`src/rtl/pixel_program_sequencer.sv`:
```
// Issues program-memory opcodes to the core array one per clock and packs the
// returned output_bit stream into pixels for a valid/ready pixel sink.
module pixel_program_sequencer #(
  parameter int PROG_ADDR_WIDTH = 8,
  parameter int PIXEL_BITS      = 6
) (
  input  logic                       clk,
  input  logic                       rst,
  input  logic                       start,
  output logic                       busy,
  output logic                       done,
  output logic                       prog_en,
  output logic [PROG_ADDR_WIDTH-1:0] prog_addr,
  input  logic [15:0]                prog_data,
  output logic [15:0]                opcode,
  output logic                       execute,
  input  logic                       output_bit,
  output logic [PIXEL_BITS-1:0]      pixel_data,
  output logic                       pixel_valid,
  input  logic                       pixel_ready
);

  localparam int CW = $clog2(PIXEL_BITS + 1);
  localparam logic [CW-1:0]              LAST_CNT = CW'(PIXEL_BITS - 1);
  localparam logic [CW-1:0]              CNT_ONE  = CW'(1);
  localparam logic [CW+1:0]              LAST_SUM = (CW + 2)'(PIXEL_BITS - 1);
  localparam logic [PROG_ADDR_WIDTH-1:0] PC_ONE   = PROG_ADDR_WIDTH'(1);

  typedef enum logic [1:0] {
    IDLE  = 2'd0,
    FETCH = 2'd1,
    RUN   = 2'd2,
    DRAIN = 2'd3
  } state_t;

  state_t                     state_r, state_s;
  logic [PROG_ADDR_WIDTH-1:0] pc_r, pc_s;
  logic                       drain_cnt_r, drain_cnt_s;
  logic                       busy_s, done_s, execute_s, pend0_s;
  logic [15:0]                opcode_s;
  logic                       pend0_r, pend1_r;
  logic [CW-1:0]              count_r;
  logic [PIXEL_BITS-2:0]      shift_r;
  logic [PIXEL_BITS-1:0]      shift_s;
  logic [CW+1:0]              inflight_s;
  logic                       is_halt_s, is_cap_s, stall_s, complete_s, start_ok_s;

  function automatic logic is_capture(input logic [15:0] op);
    return (op[15:14] == 2'b11) && op[4];
  endfunction

  function automatic logic is_halt(input logic [15:0] op);
    return (op[15:14] == 2'b11) && (op[3:0] == 4'hF);
  endfunction

  assign prog_addr  = pc_r;
  assign is_halt_s  = is_halt(prog_data);
  assign is_cap_s   = is_capture(prog_data);
  assign inflight_s = {2'b00, count_r} + {{(CW + 1){1'b0}}, pend0_r} + {{(CW + 1){1'b0}}, pend1_r};
  // Hold a pixel-completing capture while the output buffer is still occupied.
  assign stall_s    = is_cap_s && (inflight_s == LAST_SUM) && pixel_valid && !pixel_ready;
  assign complete_s = pend1_r && (count_r == LAST_CNT);
  assign start_ok_s = (state_r == IDLE) && start;
  assign shift_s    = {shift_r, output_bit};

  always_comb begin
    state_s     = state_r;
    pc_s        = pc_r;
    drain_cnt_s = drain_cnt_r;
    busy_s      = busy;
    done_s      = 1'b0;
    execute_s   = 1'b0;
    opcode_s    = opcode;
    pend0_s     = 1'b0;
    prog_en     = 1'b0;
    case (state_r)
      IDLE: begin
        if (start) begin
          state_s = FETCH;
          busy_s  = 1'b1;
          pc_s    = {PROG_ADDR_WIDTH{1'b0}};
        end else begin
          state_s = IDLE;
        end
      end
      FETCH: begin
        prog_en = 1'b1;
        pc_s    = PC_ONE;
        state_s = RUN;
      end
      RUN: begin
        if (is_halt_s) begin
          state_s     = DRAIN;
          drain_cnt_s = 1'b0;
        end else if (stall_s) begin
          state_s = RUN;
        end else begin
          prog_en   = 1'b1;
          opcode_s  = prog_data;
          execute_s = 1'b1;
          pc_s      = pc_r + PC_ONE;
          pend0_s   = is_cap_s;
        end
      end
      DRAIN: begin
        if (drain_cnt_r) begin
          state_s = IDLE;
          done_s  = 1'b1;
          busy_s  = 1'b0;
        end else begin
          drain_cnt_s = 1'b1;
        end
      end
      default: state_s = IDLE;
    endcase
  end

  always_ff @(posedge clk or posedge rst) begin
    if (rst) begin
      state_r     <= IDLE;
      pc_r        <= {PROG_ADDR_WIDTH{1'b0}};
      drain_cnt_r <= 1'b0;
      busy        <= 1'b0;
      done        <= 1'b0;
      opcode      <= 16'h0000;
      execute     <= 1'b0;
    end else begin
      state_r     <= state_s;
      pc_r        <= pc_s;
      drain_cnt_r <= drain_cnt_s;
      busy        <= busy_s;
      done        <= done_s;
      opcode      <= opcode_s;
      execute     <= execute_s;
    end
  end

  // Capture pipeline: output_bit lands two edges after its capture opcode issued.
  always_ff @(posedge clk or posedge rst) begin
    if (rst) begin
      pend0_r     <= 1'b0;
      pend1_r     <= 1'b0;
      count_r     <= {CW{1'b0}};
      shift_r     <= {(PIXEL_BITS - 1){1'b0}};
      pixel_data  <= {PIXEL_BITS{1'b0}};
      pixel_valid <= 1'b0;
    end else begin
      pend0_r <= pend0_s;
      pend1_r <= pend0_r;
      if (pend1_r) shift_r <= shift_s[PIXEL_BITS-2:0];
      else         shift_r <= shift_r;
      if (start_ok_s || complete_s) count_r <= {CW{1'b0}};
      else if (pend1_r)             count_r <= count_r + CNT_ONE;
      else                          count_r <= count_r;
      if (complete_s) begin
        pixel_data  <= shift_s;
        pixel_valid <= 1'b1;
      end else if (pixel_ready) begin
        pixel_valid <= 1'b0;
      end else begin
        pixel_valid <= pixel_valid;
      end
    end
  end

endmodule
```
`config.mk`:
```
export PLATFORM = sky130hd
export DESIGN_NAME = pixel_program_sequencer
export DESIGN_NICKNAME = d
export VERILOG_FILES = /design/src/rtl/pixel_program_sequencer.sv
export SDC_FILE = /design/constraint.sdc
export NUM_CORES = 1
export LEC_CHECK = 0
export CELL_PAD_IN_SITES_DETAIL_PLACEMENT = 2
export CELL_PAD_IN_SITES_GLOBAL_PLACEMENT = 2
export CORE_MARGIN = 2
export CORE_UTILIZATION = 34
export CTS_CLUSTER_DIAMETER = 150
export DETAILED_ROUTE_END_ITERATION = 16
export GPL_TIMING_DRIVEN = 0
export PLACE_DENSITY = 0.91
export SLEW_MARGIN = 0
export SYNTH_ARGS = -nofsm -noshare
export SYNTH_HDL_FRONTEND = slang
export SYNTH_SLANG_ARGS = --single-unit
```
`constraint.sdc`:
```
create_clock -name clk -period 5.5 [get_ports clk]
set_input_delay 1.1 -clock clk [delete_from_list [all_inputs] [get_ports clk]]
set_output_delay 1.1 -clock clk [all_outputs]
set_load 0.03 [all_outputs]
```
# ---- After elaboration in Yosys (flattened, before gate mapping)
# Index checks and enable logic that the tools add are counted.
# W data, S select, Z words.
dict set report totals {
  inputBits 21
  out_inout_bits 35
  word_cells 79
  register_bits 47
}
dict set report classes {
  reduce_logical 20
  bitwise_logic 2
  muxes 27
  add_sub_neg 4
  eq_ne 13
}
# operator n
set op_table {}
lappend op_table {{$mux W8} 3}
lappend op_table {{$pmux W8 S3} 1}
lappend op_table {{$mux W1} 14}
lappend op_table {{$ne A2 B2 Y1 const B} 5}
lappend op_table {{$add A8 B1 Y8 const B} 1}
lappend op_table {{$pmux W2 S4} 1}
lappend op_table {{$reduce_bool A2 Y1} 4}
lappend op_table {{$logic_and A1 B1 Y1} 7}
lappend op_table {{$eq A2 B2 Y1 const B} 3}
lappend op_table {{$mux W2} 3}
lappend op_table {{$mux W3} 2}
lappend op_table {{$pmux W1 S2} 3}
lappend op_table {{$reduce_and A3 Y1} 2}
lappend op_table {{$add A4 B1 Y5} 1}
lappend op_table {{$eq A5 B3 Y1 const B} 1}
lappend op_table {{$add A3 B1 Y4} 1}
lappend op_table {{$eq A4 B4 Y1 const B} 1}
lappend op_table {{$reduce_and A2 Y1} 2}
lappend op_table {{$reduce_and A4 Y1} 1}
lappend op_table {{$add A3 B1 Y3 const B} 1}
lappend op_table {{$eq A3 B3 Y1 const B} 1}
lappend op_table {{$ne A3 B3 Y1 const B} 1}
lappend op_table {{$reduce_bool A3 Y1} 1}
lappend op_table {{$eq A2 B1 Y1 const B} 1}
lappend op_table {{other kinds (4)} 5}

# ---- Depth between registers and ports, before layout
dict set report depth {
  word_depth 9
  ltp_mapped 11
  ltp_nobuf 9
}

# ---- Worst setup path after synthesis
# OpenSTA, ideal clock, no wires.
dict set report synth_timing {
  kind {register to output}
  from {register pend1_r}
  to {output prog_en}
  t_required_ns 4.400
  arrival_ns 2.838
  stages_incl_launch_ff 11
  slack_ns 1.562
  cell_sequence {dfrtp_1 > clkbuf_1 > inv_1 > fa_1 > inv_1 > ha_1 > or4_4 > o211ai_4 > buf_8 > inv_1 > o21a_1}
}
dict set report synth_between {
  elab_chain_len 8
}
# item line
set synth_rtl {}
lappend synth_rtl {{from (decl)} 41} ;# logic pend0_r, pend1_r;
lappend synth_rtl {{from (signal assigned)} 149} ;# pend1_r <= pend0_r;
lappend synth_rtl {{$add A4 B1 Y5} 59} ;# assign inflight_s = {2'b00, count_r} + {{(CW + 1){1'b0}}, pend0_r} + {{(CW + 1){1'b0}}, pend1_r};
lappend synth_rtl {{$eq A5 B3 Y1} 61} ;# assign stall_s = is_cap_s && (inflight_s == LAST_SUM) && pixel_valid && !pixel_ready;
lappend synth_rtl {{$logic_and A1 B1 Y1 (3 in series)} 61}
lappend synth_rtl {{$mux W1} 95} ;# end else if (stall_s) begin
lappend synth_rtl {{$mux W1} 92} ;# if (is_halt_s) begin
lappend synth_rtl {{$pmux W1 S2} 76} ;# case (state_r)
lappend synth_rtl {{to (decl)} 12} ;# output logic prog_en,
# Every way passes these cells.

# ---- Worst setup path in the final report
# Ends and elaborated chain as after synthesis.

==> flow_results.org <==
** Route
- Wirelength per Cell :: 18.4 µm
- Total wire length :: 6.11 mm
- The first detailed-routing pass took 4 iterations.
- After detailed routing, the number of vias per cell comes to 5.11.
- DRC Markers :: 0
- The detail route stage leaves a number of antenna-violating nets equal to 0.
- Number of DRC markers in iteration 0 :: 41
- The detailed router placed 1,697 vias in this run.

** Synthesis
- Synth cell types :: 42
- The most used flip-flop cell after synthesis is sky130_fd_sc_hd__dfrtp_1.
- Share of the synthesized area in the top cell type :: 52.3%
- Synthesized netlist cell count :: 192
- In the post-synthesis netlist, the cell with the most instances is sky130_fd_sc_hd__dfrtp_1.
- Yosys printed 0 warnings.
- Top cells by area in the synthesized netlist :: sky130_fd_sc_hd__dfrtp_1, sky130_fd_sc_hd__mux2_2, sky130_fd_sc_hd__ha_1
- Post-synthesis register bit count :: 47
- The commonest cells after synthesis are sky130_fd_sc_hd__dfrtp_1, sky130_fd_sc_hd__mux2_2, sky130_fd_sc_hd__inv_1, sky130_fd_sc_hd__nand2_1, sky130_fd_sc_hd__nand3_1.
- sky130_fd_sc_hd__dfrtp_1 takes more of the synthesized area than any other cell.
- In this run the mean area of a mapped cell was 11.7 µm².
- Syn nets :: 222
- The mapped netlist covers 0.00225 mm².
- Sequential cells were found to cover 52.3% of the synthesized design area.
- Fraction of registers with async set or reset after synthesis :: 100%
- EDFF count, synth :: 0

** STA
- Once routing completed, OpenROAD measured the worst setup slack at 0.316 ns.
- Pins Over Slew Limit :: 0
- The clock arrives with 0.00628 ns of skew.
- Setup repair after global routing left no endpoint under its margin.
- Clock period minus worst slack :: 5.18 ns
- Final setup violating endpoints :: 0
- Portion of the clock cycle consumed by the worst path in the final layout :: 94.3%
- Tightest Pin Transition :: 0.514 ns
- Based on the critical path, the design can be clocked at up to 0.193 GHz.
- Normalized max-slew margin :: 65.7%
- Final hold violation count :: 0
- Accumulated negative setup slack :: 0 ns

** CTS
- Post-CTS repair changed the size of 0 cells.
- Clock root buffer :: sky130_fd_sc_hd__clkbuf_8
- Number of buffers inserted by hold repair at cts :: 0
- Number of H-tree levels :: 2
- Counting along the longest clock path gives a buffer depth of 2.
- Buffers added to address setup during post-CTS repair amount to 0.
- Source-to-sink clock delay at the later pin of the worst-skew pair :: 0.31 ns
- Clock transition at the registers of the reported paths :: 0.08 ns
- In this run, CTS created clock tree buffers numbering 5.
- CTS sink cnt :: 47
- Clock tree from TritonCTS :: built

** Power and ir drop
- Overall power consumption after layout is estimated at 0.00161 W.
- The analysis attributes to cell leakage a power of 1.33 nW.
- Worst VDD drop :: 0.000262 V
- For this design the ratio of total power to cell area is 533 mW/mm².

** Floorplanning
- In this run the count of I/O pins placed on the die edge is 56.
- In this run the vertical extent of the chip is 85.3 µm.
- Total number of placement rows :: 29
- Die outline area :: 0.00728 mm²
- Core ar. :: 0.00639 mm²
- Measured along the x axis, the die boundary spans 85.3 µm.
- The initial utilization of the core area, before any placement, comes to 35.2%.

** Critical path
- Kind of critical path :: reg2out
- The worst setup path is launched from a flip-flop.
- Highest fanout seen on the critical path :: 10
- Req. time, crit path :: 4.40 ns
- Critical Path End Type :: primary output
- Worst endpoint data arrival time :: 4.08 ns

** Global routing
- Global-route usage over all layers :: 18.8%
- The first global-routing pass estimated 10.6 mm of wire.
- The number of antenna violations at the first check in global routing was 0.
- Largest net degree at the start of global routing :: 26
- The number of global-route vias before repair came to 2,017.
- For this run the aggregate overflow at the end of global routing stands at 0.

** Placed design
- Summing all placed instances gives a cell area of 0.00291 mm².
- Count of placed standard cells including taps :: 325
- I/O Buffers :: 55
- Before CTS, the worst setup slack after placement is 0.567 ns.
- Routability-driven placement finished with a final weighted congestion of 0.718.
- Dpl hpwl :: 4.37 mm

** Final layout
- After filler insertion, the fill cell instance count of the layout stands at 666.
- At the end of the flow, the number of nets in the layout was 285.
- Post-route non-filler standard cell count :: 332
- Relative to the synthesized area, the layout overhead comes to 34.4%.
- The finished cells cover 0.00302 mm².
- Fraction of final layout cells with drive strength greater than 1 :: 17.3%
- The repair_antennas step left the layout with diodes totalling 0.

** Worst hold path
- Path type of the worst min-delay path :: reg2reg

** Run
- The tool flagged a number of max-cap violations equal to 0.

** Outcome
- Result of the run :: finished, final reports clean
==> critical path: stages, from the launching register on <==
cell	delay, ns
sky130_fd_sc_hd__dfrtp_1	0.39
sky130_fd_sc_hd__clkbuf_1	0.43
sky130_fd_sc_hd__inv_1	0.13
sky130_fd_sc_hd__fa_1	0.44
sky130_fd_sc_hd__inv_1	0.07
sky130_fd_sc_hd__ha_1	0.24
sky130_fd_sc_hd__or4_4	0.58
sky130_fd_sc_hd__o211ai_4	0.44
sky130_fd_sc_hd__buf_8	0.20
sky130_fd_sc_hd__inv_1	0.07
sky130_fd_sc_hd__o21a_1	0.16
sky130_fd_sc_hd__clkdlybuf4s50_1	0.61
==> path summary, 6_finish.rpt <==
path / endpoint / slack, ns / start / cells past startpoint
worst min-delay path: pend1_r / 0.42 / pend0_r / 0
min in group asynchronous: shift_r[1] / 1.19 / rst / 2
max in group asynchronous: prog_addr[1] / 3.81 / rst / 3
worst max register to register: opcode[14] / 2.12 / pend1_r / 9
worst min register to register: pend1_r / 0.42 / pend0_r / 0
worst max-delay path: prog_en / 0.32 / pend1_r / 11
==> layout make-up <==
| cell class | instances | area (µm²) | share of cell area, % |
|---|---|---|---|
| Clock buffer | 5 | 68.8 | 2.28 |
| Inverter | 16 | 60.1 | 1.99 |
| Buffer | 7 | 40.0 | 1.33 |
| Timing Repair Buffer | 56 | 571 | 18.9 |
| Sequential cell | 47 | 1180 | 38.9 |
| Clock inverter | 2 | 37.5 | 1.24 |
| Tap cell | 77 | 96.3 | 3.19 |
| Multi-Input combinational cell | 122 | 971 | 32.1 |
==> cell usage in the layout, fill, tap and decap left out, drive strengths merged, types with 3 or more instances in the layout <==
master and n:
o221ai 3, nand2b 4, clkdlybuf4s50 55, mux2 29, nand2 16, dfrtp 47
a21oi 6, clkbuf 9, buf 4, nor2b 3, o21ai 7, or4 4
ha 8, nor2 6, nand3 9, inv 16, nand4 3, o211ai 4
==> per-layer routing <==
metal	vias to the layer above	GRT usage (%)	routed length, µm
met3	8	5.16	298
met1	852	23.9	2650
met5	-	0	0
li1	800	-	-
met4	0	6.49	97
met2	37	31.0	3070
==> power by group <==
part / total [W] / switching, W / leakage (nW) / internal [W]
sequential: 0.000539 / 0.0000816 / 0.600 / 0.000457
clock: 0.000251 / 0.000118 / 0.0502 / 0.000133
combinational: 0.000821 / 0.000459 / 0.677 / 0.000362
==> sequential cells by signal (all words and copies together) (netlist names) <==
register	cells
drain_cnt_r	1
done	1
pend1_r	1
pixel_data	6
state_r	2
pixel_valid	1
shift_r	5
opcode	16
pend0_r	1
busy	1
prog_addr	8
count_r	3
execute	1
==> metrics by stage <==
step	util, %	hold slack (ns)
2_1_floorplan	-	0.354
3_3_place_gp	45.3	0.363
3_5_place_dp	45.6	0.389
4_1_cts	47.3	0.421
5_1_grt	47.3	0.434
6_report	47.3	0.418
==> cell families after synthesis <==
family | count (synthesis) | share of synthesized area [%]
xor+xnor | 1 | 0.390
fa+ha+maj | 9 | 5.35
buf+inv | 23 | 4.45
mux | 30 | 15.3
compound gates | 30 | 10.0
simple gates | 52 | 12.1
flops | 47 | 52.3
Power figures use the tool's default switching activity.
==> patch, RTL diff (same flow settings) <==
Reset style: synchronous (`rst`), changed in 2 clocked blocks.
--- a/src/rtl/pixel_program_sequencer.sv
+++ b/src/rtl/pixel_program_sequencer.sv
@@ -116,5 +116,5 @@
   end
 
-  always_ff @(posedge clk or posedge rst) begin
+  always_ff @(posedge clk) begin
     if (rst) begin
       state_r     <= IDLE;
@@ -137,5 +137,5 @@
 
   // Capture pipeline: output_bit lands two edges after its capture opcode issued.
-  always_ff @(posedge clk or posedge rst) begin
+  always_ff @(posedge clk) begin
     if (rst) begin
       pend0_r     <= 1'b0;
Function: differs if rst is asserted again (counterexample within 4 cycles, from zero or initial values and one cycle with rst high); with rst held inactive, the same outputs for 10 cycles.
==> patch against the original RTL <==
Global-route usage increased by 2.8 points. Cell area decreased by 6.3%. Area after synthesis decreased by 6.6%. Wire length increased by 13%. Power decreased by 35%. Count of clock-buffer cells in the layout increased by 1. Sequential share of layout area decreased by 5.7 points. Combinational power decreased by 48%. Sequential power decreased by 25%. Critical path type unchanged. Sequential cell count unchanged. Setup slack improved by 0.51 ns. Clock skew about the same. Synthesized cell count increased by 19%. Register-to-register slack improved by 0.39 ns.
==> patch: results (changes against the original RTL) <==
[outcome]
outcome = finished clean

[critical_path]
rrSetupSlack_ns = 2.51  ; +0.39 ns
reg2reg_depth = 10  ; +1
crit_start = pend1_r$_SDFF_PP0_

[detailed_routing]
via_per_inst = 5.197  ; +1.7%
wl_met3_um = 337  ; +13%
dr_wl_met2_um = 3707  ; +21%

[power]
combinationalPowerShare_pct = 40.8  ; -10 points

[synth]
synthAdderAreaFrac_pct = 6.317  ; +0.97 points
synth_compound_area_share_pct = 9.774  ; -0.25 points
synth_cells = 228  ; +19%
synth.yosys.seq_area_share_pct = 44.82  ; -7.5 points
synthesis.nets = 259  ; +17%
yosys-top-cells-count = dfxtp_1 (47), nor2_1 (43), mux2i_1 (28)
async_flop_share_pct = 0  ; -100 points

[cells_and_area]
seqCellArea_um2 = 940.9  ; -20%
clk_share_pct = 3.008  ; -0.51 points
bufAreaShareNonClock_pct = 20.83  ; +0.62 points
fillCellCount = 653  ; -2.0%
finalNetCount = 321  ; +13%

[placed_design]
dp_hpwl_um = 4979  ; +14%
gp_congestion = 0.8069  ; +12%
dp_cells = 358  ; +10%

[timing]
fmax_ghz = 0.2141  ; +11%
finClkSkew_ns = 0.006484  ; +0.0002048 ns

[grt]
grt_pass1_wl_um = 10870  ; +2.6%
grt_max_degree = 15  ; -42%

-- patch: cell count changes in the layout (fill, tap and decap cells not counted), moves of 3 or more --
cell and delta:
or4_1 -3, dfrtp_1 -47, nor3_1 +5, mux2_2 -25
nor2_1 +37, o21ai_0 -5, o221ai_1 -3, or2_2 +3
mux2i_1 +27, inv_1 -4, a21oi_1 +3, dfxtp_1 +47
-- patch: how the worst min path moves through the flow --
stage                             startpoint                       to  slack, ns  cells past startpoint
floorplan           drain_cnt_r$_SDFFE_PP0P_          done$_SDFF_PP0_       0.43                      2
global placement    drain_cnt_r$_SDFFE_PP0P_          done$_SDFF_PP0_       0.46                      2
detailed placement        pend0_r$_SDFF_PP0_       pend1_r$_SDFF_PP0_       0.48                      2
CTS                  opcode[13]$_SDFFE_PP0P_  opcode[13]$_SDFFE_PP0P_       0.51                      2
global route        drain_cnt_r$_SDFFE_PP0P_          done$_SDFF_PP0_       0.54                      2
finish               opcode[13]$_SDFFE_PP0P_  opcode[13]$_SDFFE_PP0P_       0.50                      2
